### src/rtl/q15_pkg.sv
// Shared Q15 constants, FSM state type and helpers for the Q-format pipeline.
// The multiplier and the saturating add/sub stage both import this package.
package q15_pkg;

  localparam int Q15_WIDTH     = 64;
  localparam int Q15_FRAC_BITS = 15;

  localparam logic [Q15_WIDTH-1:0] Q15_MAX = 64'h7FFF_FFFF_FFFF_FFFF;
  localparam logic [Q15_WIDTH-1:0] Q15_MIN = 64'h8000_0000_0000_0000;

  // Half an LSB of the Q result, added before the fractional bits are dropped.
  localparam logic [2*Q15_WIDTH-1:0] ROUND_CONST = 128'h4000;

  typedef enum logic [1:0] {
    IDLE,
    MUL,
    FINAL,
    DONE
  } q15_state_e;

  // Magnitude of a two's-complement value; -2^63 maps to 2^63, which still fits unsigned.
  function automatic logic [Q15_WIDTH-1:0] q15_abs(input logic [Q15_WIDTH-1:0] v);
    return v[Q15_WIDTH-1] ? (~v + 64'd1) : v;
  endfunction

endpackage

### src/rtl/q15_seq_multiplier_if.sv
// Operand/result handshake bundle of the Q15 sequential multiplier.
// master = upstream producer/downstream consumer side, slave = multiplier.
interface q15_seq_multiplier_if;
  logic        in_valid;
  logic        in_ready;
  logic [63:0] in_a;
  logic [63:0] in_b;
  logic        in_op;
  logic        out_valid;
  logic        out_ready;
  logic [63:0] out_res;
  logic        out_overflow;
  logic        out_op;

  modport master (
    output in_valid, in_a, in_b, in_op, out_ready,
    input  in_ready, out_valid, out_res, out_overflow, out_op
  );

  modport slave (
    input  in_valid, in_a, in_b, in_op, out_ready,
    output in_ready, out_valid, out_res, out_overflow, out_op
  );
endinterface

### src/rtl/q15_saturate.sv
// Combinational Q-format saturation: unsigned magnitude plus sign to a signed
// 64-bit result, clamping at Q15_MAX / Q15_MIN and flagging overflow.
module q15_saturate
  import q15_pkg::*;
(
  input  logic [112:0]          mag,
  input  logic                  sign,
  output logic [Q15_WIDTH-1:0]  res,
  output logic                  overflow
);

  logic [112:0] limit;

  // Negative results reach one further than positive ones: |MIN| = MAX + 1.
  assign limit    = {49'd0, (sign ? Q15_MIN : Q15_MAX)};
  assign overflow = (mag > limit);

  always_comb begin
    if (overflow) begin
      res = sign ? Q15_MIN : Q15_MAX;
    end else begin
      res = sign ? (~mag[Q15_WIDTH-1:0] + 64'd1) : mag[Q15_WIDTH-1:0];
    end
  end

endmodule

### src/rtl/q15_seq_multiplier.sv
// Multi-cycle signed Q15 shift-add multiplier with saturation and op-tag passthrough.
// Optional build macro Q15_MUL_ROUND_EN: round half away from zero instead of truncating.
module q15_seq_multiplier
  import q15_pkg::*;
#(
  parameter int BITS_PER_CYCLE = 1
) (
  input logic                 clk,
  input logic                 rst_n,
  q15_seq_multiplier_if.slave bus
);

  localparam int ITER  = Q15_WIDTH / BITS_PER_CYCLE;
  localparam int CNT_W = $clog2(ITER + 1);

  q15_state_e       state_q, state_d;
  logic [127:0]     acc_q, acc_d;
  logic [127:0]     a_sh_q, a_sh_d;
  logic [63:0]      b_sh_q, b_sh_d;
  logic [CNT_W-1:0] cnt_q, cnt_d;
  logic             sign_q, sign_d;
  logic             op_q, op_d;
  logic [63:0]      res_q, res_d;
  logic             ovf_q, ovf_d;
  logic             out_op_q, out_op_d;

  logic [127:0]     pp;
  logic [127:0]     acc_fin;
  logic [63:0]      sat_res;
  logic             sat_ovf;
  logic             unused_frac;

  // Partial product of the current multiplier digit, built from shifted adds only.
  always_comb begin
    pp = '0;
    for (int j = 0; j < BITS_PER_CYCLE; j++) begin
      if (b_sh_q[j]) pp = pp + (a_sh_q << j);
    end
  end

`ifdef Q15_MUL_ROUND_EN
  assign acc_fin = acc_q + ROUND_CONST;
`else
  assign acc_fin = acc_q;
`endif

  // The dropped fractional bits only matter through the rounding carry.
  assign unused_frac = ^acc_fin[Q15_FRAC_BITS-1:0];

  q15_saturate u_sat (
    .mag      (acc_fin[127:Q15_FRAC_BITS]),
    .sign     (sign_q),
    .res      (sat_res),
    .overflow (sat_ovf)
  );

  // NOTE: every comb output gets its hold value first, so no path can infer a latch.
  always_comb begin
    state_d  = state_q;
    acc_d    = acc_q;
    a_sh_d   = a_sh_q;
    b_sh_d   = b_sh_q;
    cnt_d    = cnt_q;
    sign_d   = sign_q;
    op_d     = op_q;
    res_d    = res_q;
    ovf_d    = ovf_q;
    out_op_d = out_op_q;
    unique case (state_q)
      IDLE: begin
        if (bus.in_valid) begin
          a_sh_d  = {64'd0, q15_abs(bus.in_a)};
          b_sh_d  = q15_abs(bus.in_b);
          sign_d  = bus.in_a[63] ^ bus.in_b[63];
          op_d    = bus.in_op;
          acc_d   = '0;
          cnt_d   = '0;
          state_d = MUL;
        end
      end
      MUL: begin
        acc_d  = acc_q + pp;
        a_sh_d = a_sh_q << BITS_PER_CYCLE;
        b_sh_d = b_sh_q >> BITS_PER_CYCLE;
        cnt_d  = cnt_q + 1'b1;
        if (cnt_q == CNT_W'(ITER - 1)) state_d = FINAL;
      end
      FINAL: begin
        res_d    = sat_res;
        ovf_d    = sat_ovf;
        out_op_d = op_q;
        state_d  = DONE;
      end
      DONE: begin
        if (bus.out_ready) state_d = IDLE;
      end
      default: state_d = IDLE;
    endcase
  end

  // NOTE: state uses non-blocking assignments so all registers update from the same pre-edge values.
  // NOTE: the accumulator and operand registers are reset too, so an aborted op leaves nothing behind.
  always_ff @(posedge clk or negedge rst_n) begin
    if (!rst_n) begin
      state_q  <= IDLE;
      acc_q    <= '0;
      a_sh_q   <= '0;
      b_sh_q   <= '0;
      cnt_q    <= '0;
      sign_q   <= 1'b0;
      op_q     <= 1'b0;
      res_q    <= '0;
      ovf_q    <= 1'b0;
      out_op_q <= 1'b0;
    end else begin
      state_q  <= state_d;
      acc_q    <= acc_d;
      a_sh_q   <= a_sh_d;
      b_sh_q   <= b_sh_d;
      cnt_q    <= cnt_d;
      sign_q   <= sign_d;
      op_q     <= op_d;
      res_q    <= res_d;
      ovf_q    <= ovf_d;
      out_op_q <= out_op_d;
    end
  end

  assign bus.in_ready     = (state_q == IDLE);
  assign bus.out_valid    = (state_q == DONE);
  assign bus.out_res      = res_q;
  assign bus.out_overflow = ovf_q;
  assign bus.out_op       = out_op_q;

endmodule

### src/flat_wrapper.sv
// flat-port wrapper written by rule: the top's interface ports become plain ports
module q15_seq_multiplier_flat import q15_pkg::*;
#(
  parameter int BITS_PER_CYCLE = 1
)
  (clk, rst_n, bus_in_valid, bus_in_a, bus_in_b, bus_in_op, bus_out_ready, bus_in_ready, bus_out_valid, bus_out_res, bus_out_overflow, bus_out_op);
  q15_seq_multiplier_if bus_i ();
  input logic clk;
  input logic rst_n;
  input wire logic [$bits(bus_i.in_valid)-1:0] bus_in_valid;
  input wire logic [$bits(bus_i.in_a)-1:0] bus_in_a;
  input wire logic [$bits(bus_i.in_b)-1:0] bus_in_b;
  input wire logic [$bits(bus_i.in_op)-1:0] bus_in_op;
  input wire logic [$bits(bus_i.out_ready)-1:0] bus_out_ready;
  output wire logic [$bits(bus_i.in_ready)-1:0] bus_in_ready;
  output wire logic [$bits(bus_i.out_valid)-1:0] bus_out_valid;
  output wire logic [$bits(bus_i.out_res)-1:0] bus_out_res;
  output wire logic [$bits(bus_i.out_overflow)-1:0] bus_out_overflow;
  output wire logic [$bits(bus_i.out_op)-1:0] bus_out_op;
  assign bus_i.in_valid = bus_in_valid;
  assign bus_i.in_a = bus_in_a;
  assign bus_i.in_b = bus_in_b;
  assign bus_i.in_op = bus_in_op;
  assign bus_i.out_ready = bus_out_ready;
  assign bus_in_ready = bus_i.in_ready;
  assign bus_out_valid = bus_i.out_valid;
  assign bus_out_res = bus_i.out_res;
  assign bus_out_overflow = bus_i.out_overflow;
  assign bus_out_op = bus_i.out_op;
  q15_seq_multiplier #(.BITS_PER_CYCLE(BITS_PER_CYCLE)) u_core (.clk(clk), .rst_n(rst_n), .bus(bus_i));
endmodule
### config.mk
export PLATFORM = sky130hd
export DESIGN_NAME = q15_seq_multiplier_flat
export DESIGN_NICKNAME = d
export VERILOG_FILES = /design/src/rtl/q15_pkg.sv /design/src/rtl/q15_seq_multiplier_if.sv /design/src/rtl/q15_saturate.sv /design/src/rtl/q15_seq_multiplier.sv /design/src/flat_wrapper.sv
export SDC_FILE = /design/constraint.sdc
export NUM_CORES = 1
export LEC_CHECK = 0
export CELL_PAD_IN_SITES_DETAIL_PLACEMENT = 1
export CELL_PAD_IN_SITES_GLOBAL_PLACEMENT = 1
export CORE_MARGIN = 5
export CORE_UTILIZATION = 45
export DETAILED_ROUTE_END_ITERATION = 10
export PLACE_DENSITY = 0.87
export SLEW_MARGIN = 40
export SYNTH_ARGS = -nofsm -noshare
export SYNTH_HDL_FRONTEND = slang
export SYNTH_SLANG_ARGS = --single-unit
### constraint.sdc
create_clock -name clk -period 14.1 [get_ports clk]
set_clock_uncertainty 0.1 [all_clocks]
set_input_delay 2.82 -clock clk [delete_from_list [all_inputs] [get_ports clk]]
set_output_delay 2.82 -clock clk [all_outputs]
set_load 0.01 [all_outputs]
After elaboration in Yosys (flattened, before gate mapping)
Index checks and enable logic that the tools add are counted.
{"block": "totals", "regBits": 397, "input_bits": 133, "output_inout_bits": 68, "wordCells": 50}
{"block": "op_classes", "n_addsub": 5, "n_lt_le_gt_ge": 1, "n_eq_ne": 7, "mux": 18, "n_bitwise": 4, "n_reduce_logical": 5}
{"operator": "$pmux W128 S2", "count": 2}
{"operator": "$mux W128", "count": 3}
{"operator": "$mux W64", "count": 6}
{"operator": "$add A64 B1 Y64 const B", "count": 3}
{"operator": "$not A64 Y64", "count": 3}
{"operator": "$add A128 B128 Y128", "count": 1}
{"operator": "$pmux W64 S2", "count": 1}
{"operator": "$gt A113 B64 Y1", "count": 1}
{"operator": "$pmux W7 S2", "count": 1}
{"operator": "$pmux W2 S4", "count": 1}
{"operator": "$add A7 B1 Y7 const B", "count": 1}
{"operator": "$eq A7 B6 Y1 const B", "count": 1}
{"operator": "$mux W7", "count": 1}
{"operator": "$mux W2", "count": 3}
{"operator": "$eq A2 B2 Y1 const B", "count": 2}
{"operator": "$ne A2 B2 Y1 const B", "count": 2}
{"operator": "$reduce_and A2 Y1", "count": 2}
{"operator": "$reduce_and A3 Y1", "count": 1}
{"operator": "$eq A2 B1 Y1 const B", "count": 1}
{"operator": "$logic_not A2 Y1", "count": 1}
{"operator": "$ne A2 B1 Y1 const B", "count": 1}
{"operator": "$reduce_bool A2 Y1", "count": 1}
{"operator": "$xor A1 B1 Y1", "count": 1}

Depth between registers and ports, before layout
{"block": "logic_depth", "ltp_word": 5, "depth_mapped": 17, "ltp_nobuf": 15}

Hierarchy
A second synthesis with hierarchy kept.
{"block": "unflattened", "hier_cells": 3912, "hier_area_um2": 31381.3}
{"mod": "q15_seq_multiplier", "instances": 1, "cells_per_inst": 3303, "area_each_um2": 27351.2, "seq_area_each_um2": 9934.5}
{"mod": "q15_saturate", "instances": 1, "cells_per_inst": 609, "area_each_um2": 4030.1, "seq_area_each_um2": 0.0}

Least setup slack after synthesis
Ideal clock, no wire load.
{"block": "synth_path", "path_kind": "input-to-reg", "startpoint": "input port bus_in_b[22]", "endpoint": "register u_core.b_sh_q[53]", "setup_ps": 138, "arrival_ps": 5873, "t_required_ps": 13862, "path_slack_ps": 7989, "cell_stages": 12, "path_buffers": 1, "path_cell_list": "or4_4 > or3_4 > or4_1 > or2_1 > buf_2 > nor4_4 > nand2_1 > or4_1 > or3_1 > o31ai_2 > xor2_1 > a21oi_1"}
{"block": "synth_via", "elab_chain_len": 5}
{"item": "from (decl)", "line_no": "flat_wrapper.sv:12", "text": "input wire logic [$bits(bus_i.in_b)-1:0] bus_in_b;"}
{"item": "$not A64 Y64", "line_no": "q15_pkg.sv:23", "text": "return v[Q15_WIDTH-1] ? (~v + 64'd1) : v;"}
{"item": "$add A64 B1 Y64", "line_no": "q15_pkg.sv:23"}
{"item": "$mux W64", "line_no": "q15_pkg.sv:23"}
{"item": "$mux W64", "line_no": "q15_seq_multiplier.sv:71", "text": "if (bus.in_valid) begin"}
{"item": "$pmux W64 S2", "line_no": "q15_seq_multiplier.sv:69", "text": "unique case (state_q)"}
{"item": "to (signal assigned)", "line_no": "q15_seq_multiplier.sv:119", "text": "b_sh_q <= b_sh_d;"}
{"item": "to (decl)", "line_no": "q15_seq_multiplier.sv:19", "text": "logic [63:0] b_sh_q, b_sh_d;"}
Every way passes these cells. The select of a mux whose other input is x is not followed.
A chain may end at the register's enable or synchronous reset.

Worst setup path after layout
{"block": "layout_path", "startpoint": "input port bus_in_a[3]", "endpoint": "register u_core.a_sh_q[61]"}
{"block": "layout_via", "elab_chain_len": 5}
{"item": "from (decl)", "line_no": "flat_wrapper.sv:11", "text": "input wire logic [$bits(bus_i.in_a)-1:0] bus_in_a;"}
{"item": "$not A64 Y64", "line_no": "q15_pkg.sv:23"}
{"item": "$add A64 B1 Y64", "line_no": "q15_pkg.sv:23"}
{"item": "$mux W64", "line_no": "q15_pkg.sv:23"}
{"item": "$mux W128", "line_no": "q15_seq_multiplier.sv:71"}
{"item": "$pmux W128 S2", "line_no": "q15_seq_multiplier.sv:69"}
{"item": "to (signal assigned)", "line_no": "q15_seq_multiplier.sv:118", "text": "a_sh_q <= a_sh_d;"}
{"item": "to (decl)", "line_no": "q15_seq_multiplier.sv:18", "text": "logic [127:0] a_sh_q, a_sh_d;"}
Every way passes these cells. The select of a mux whose other input is x is not followed.

==> impl_metrics.csv <==
group,metric,value,unit
synthesis,synth_area,30800,sq um
clock_tree,cts_buffer_depth,3,
power_and_ir_drop,p_leak,15.3,nW
die,die_w,272,um
synthesis,synth_ff_type,"dfrtp_1",
clock_tree,clock-sinks,397,
run_status,outcome,"finished clean",
clock_tree,cts_setup_buffers,0,
routing,dr.pass1.iters,5,
synthesis,synth-seq-area-share,32.3,%
clock_tree,cts-root-buf,"clkbuf_16",
synthesis,synth_compound_area_share,27.1,%
die,start_util,45.6,%
run,cap_violations,0,
routing,viasPerCell,6.28,
synthesis,ys_seq_elements,397,
die,coreArea,67500,sq um
global_routing,grt_max_degree,124,
sta,hold_ws,380,ps
power_and_ir_drop,p_total,2.68,mW
routing,route.detailed.drc,0,
synthesis,syn_avg_cell_area,7.98,sq um
synthesis,synthTopCellsByArea,"dfrtp_1, ha_1, a21oi_1, o21ai_0, nand2_1",
sta,min_period,6540,ps
synthesis,yosys_warnings,0,
setup_path,cp_max_fo,5,
setup_path,end_kind,"register",
global_routing,grt.overflow.total,0,
layout,nFillCells,8170,
synthesis,synth.mux.area_fraction,1.04,%
sta,relSlewSlack,45.9,%
synthesis,synth_xor_area_share,7.12,%
layout,drive_above_1_share,4.29,%
synthesis,synth.top_cell.area_share,32.3,%
global_routing,grt_pass1_wl,169000,um
clock_tree,clk_pin_slew,60,ps
sta,max_freq,153,MHz
layout,final_cell_mix,"nand2_1, a21oi_1, dfrtp_1",
synthesis,synth_top_family_by_area,"compound AO/OA/AOI/OAI gates",
clock_tree,clkLatencyLatePin,610,ps
global_routing,grt_pass1_vias,30860,
synthesis,yosysTopAreaCell,"dfrtp_1",
layout,layout_commonest_cell,"nand2_1",
sta,finalSetupViolations,0,
sta,fin_crit_sh,46.4,%
die,die-area,73700,sq um
sta,rsz0062_at_grt,"no",
routing,drt-total-wl,105000,um
setup_path,required,14480,ps
sta,setup-tns-final,0,ps
sta,finalHoldViolCount,0,
routing,vias,30313,
synthesis,synth_fa_ha_area_share,8.16,%
die,placementRows,95,
clock_tree,cts_made_buffers,49,
placement,dp_hpwl,77800,um
routing,final_antenna_net_count,0,
synthesis,synth_edf_count,0,
setup_path,worstSetupStartpointType,"input port",
synthesis,synth-simple-area-share,20.1,%
die,fp.dieH,272,um
synthesis,synthesis.instances,3858,
sta,maxSlewViolCount,0,
clock_tree,htreeDepth,2,
power_and_ir_drop,power-per-cell-area,76.2,nW/um^2
layout,layout.nets,4234,
clock_tree,post_cts_resized,0,
setup_path,cp.arrival,6910,ps
placement,place_congestion,0.955,
die,num_io_pins,201,
routing,wl_per_cell,21.8,um
power_and_ir_drop,ir_drop,0.0761,mV
setup_path,criticalPathCategory,"input port to register",
clock_tree,cts_hold_buf,0,
layout,final_util,52.1,%
global_routing,antenna_found_initial,21,
hold_path,hp-class,"register to register",
clock_tree,cts_tree,"built",
global_routing,grt_use_total,27.6,%
synthesis,synth_cell_types,77,
synthesis,synth_nets,4191,
placement,io_buffers,200,
layout,syn_to_final_growth,14.3,%
sta,tightest_slew,811,ps
synthesis,async_flop_share,100,%
routing,drt_iter0_drc,2176,
[logic make-up after synthesis]
| kind of cell | after synthesis |
|---|---|
| AO/OA/AOI/OAI | 1359 |
| AND/OR/NAND/NOR | 1279 |
| flip-flops | 397 |
| buffers and inverters | 342 |
| XOR/XNOR | 250 |
| adder cells (fa/ha/maj) | 200 |
| multiplexers | 31 |
[state kept, by name (all words and copies together), names as in the netlist]
| register | count |
|---|---|
| u_core.bus.out_overflow | 1 |
| u_core.bus.out_res | 64 |
| u_core.op_q | 1 |
| u_core.bus.out_op | 1 |
| u_core.a_sh_q | 128 |
| u_core.cnt_q | 7 |
| u_core.state_q | 2 |
| u_core.acc_fin | 128 |
| u_core.sign_q | 1 |
| u_core.b_sh_q | 64 |
[power breakdown]
part           internal (mW)  switching (mW)
registers               1.14               0
clock network          0.866           0.541
logic                 0.0584          0.0769
total                   2.06           0.618
[Yosys cell counts, types with 5 or more instances]
| library cell | n |
|---|---|
| nor2_1 | 291 |
| or3_1 | 48 |
| buf_1 | 25 |
| and2_1 | 140 |
| a22o_1 | 75 |
| a211oi_1 | 12 |
| dfrtp_1 | 397 |
| o31a_1 | 5 |
| nor2b_1 | 15 |
| nor3_1 | 66 |
| xor2_1 | 155 |
| nand2b_1 | 21 |
| xnor2_1 | 95 |
| o21ai_0 | 389 |
| a31oi_1 | 52 |
| o211ai_1 | 18 |
| or2_2 | 13 |
| a221oi_1 | 6 |
| and3_1 | 14 |
| o311ai_0 | 9 |
| o31ai_1 | 51 |
| or4_1 | 28 |
| a21o_1 | 96 |
| a41oi_1 | 5 |
| mux2i_1 | 23 |
| nand4_1 | 92 |
| nor4_1 | 37 |
| o221ai_1 | 16 |
| nand3_1 | 53 |
| o41ai_1 | 19 |
| clkbuf_1 | 209 |
| nand3b_1 | 7 |
| inv_1 | 104 |
| o21bai_1 | 47 |
| nand2_1 | 428 |
| a21boi_0 | 25 |
| mux2_2 | 8 |
| a21oi_1 | 402 |
| o22ai_1 | 66 |
| o21a_1 | 29 |
| ha_1 | 199 |
[worst paths after layout]
check / from / endpoint / slack [ps] / cells past startpoint
setup / recovery: bus_in_a[3] / u_core.a_sh_q[61] / 7560 / 12
hold / removal: u_core.b_sh_q[3] / u_core.b_sh_q[3] / 380 / 2
setup reg to reg: u_core.b_sh_q[0] / u_core.acc_fin[88] / 8760 / 13
hold reg to reg: u_core.b_sh_q[3] / u_core.b_sh_q[3] / 380 / 2
max in group asynchronous: rst_n / u_core.sign_q / 9970 / 3
min in group asynchronous: rst_n / u_core.b_sh_q[9] / 2090 / 1
[critical path, cell delays in order]
cell and delay, ps:
clkdlybuf4s50_1 470, or4_1 570, nor4_1 490, nand4_1 350, or4_1 670, or3_1 470
o41ai_2 490, nand2_1 140, xnor2_1 180, nor2_1 60, a21oi_1 140, a21oi_1 80
[layout make-up]
class | instances | area [sq um] | area share (%)
diodes | 16 | 40.0 | 0.114
clock buffers | 63 | 1400 | 3.98
clock inverters | 28 | 382 | 1.08
inverters | 105 | 394 | 1.12
multi-input cells | 3119 | 19600 | 55.8
flip-flops and latches | 397 | 9940 | 28.3
well taps | 873 | 1090 | 3.10
repair buffers | 229 | 2310 | 6.57
[stage by stage]
stage	cell area [sq um]	worst slack [ps]	instances
after detailed placement	33300	7010	4722
after CTS	35100	7650	4813
after global placement	33200	7070	4719
after global routing	35200	7330	4827
after floorplan	30800	7990	3858
final	35200	7560	4830
[routing by layer]
layer	global-route usage, %	vias up	share of wire, %
met5	0	-	0.080
met4	9.92	14	3.6
met3	5.06	237	6.5
met2	44.2	855	45
met1	37.5	15082	44
li1	-	14125	-
Power figures use the tool's default switching activity.
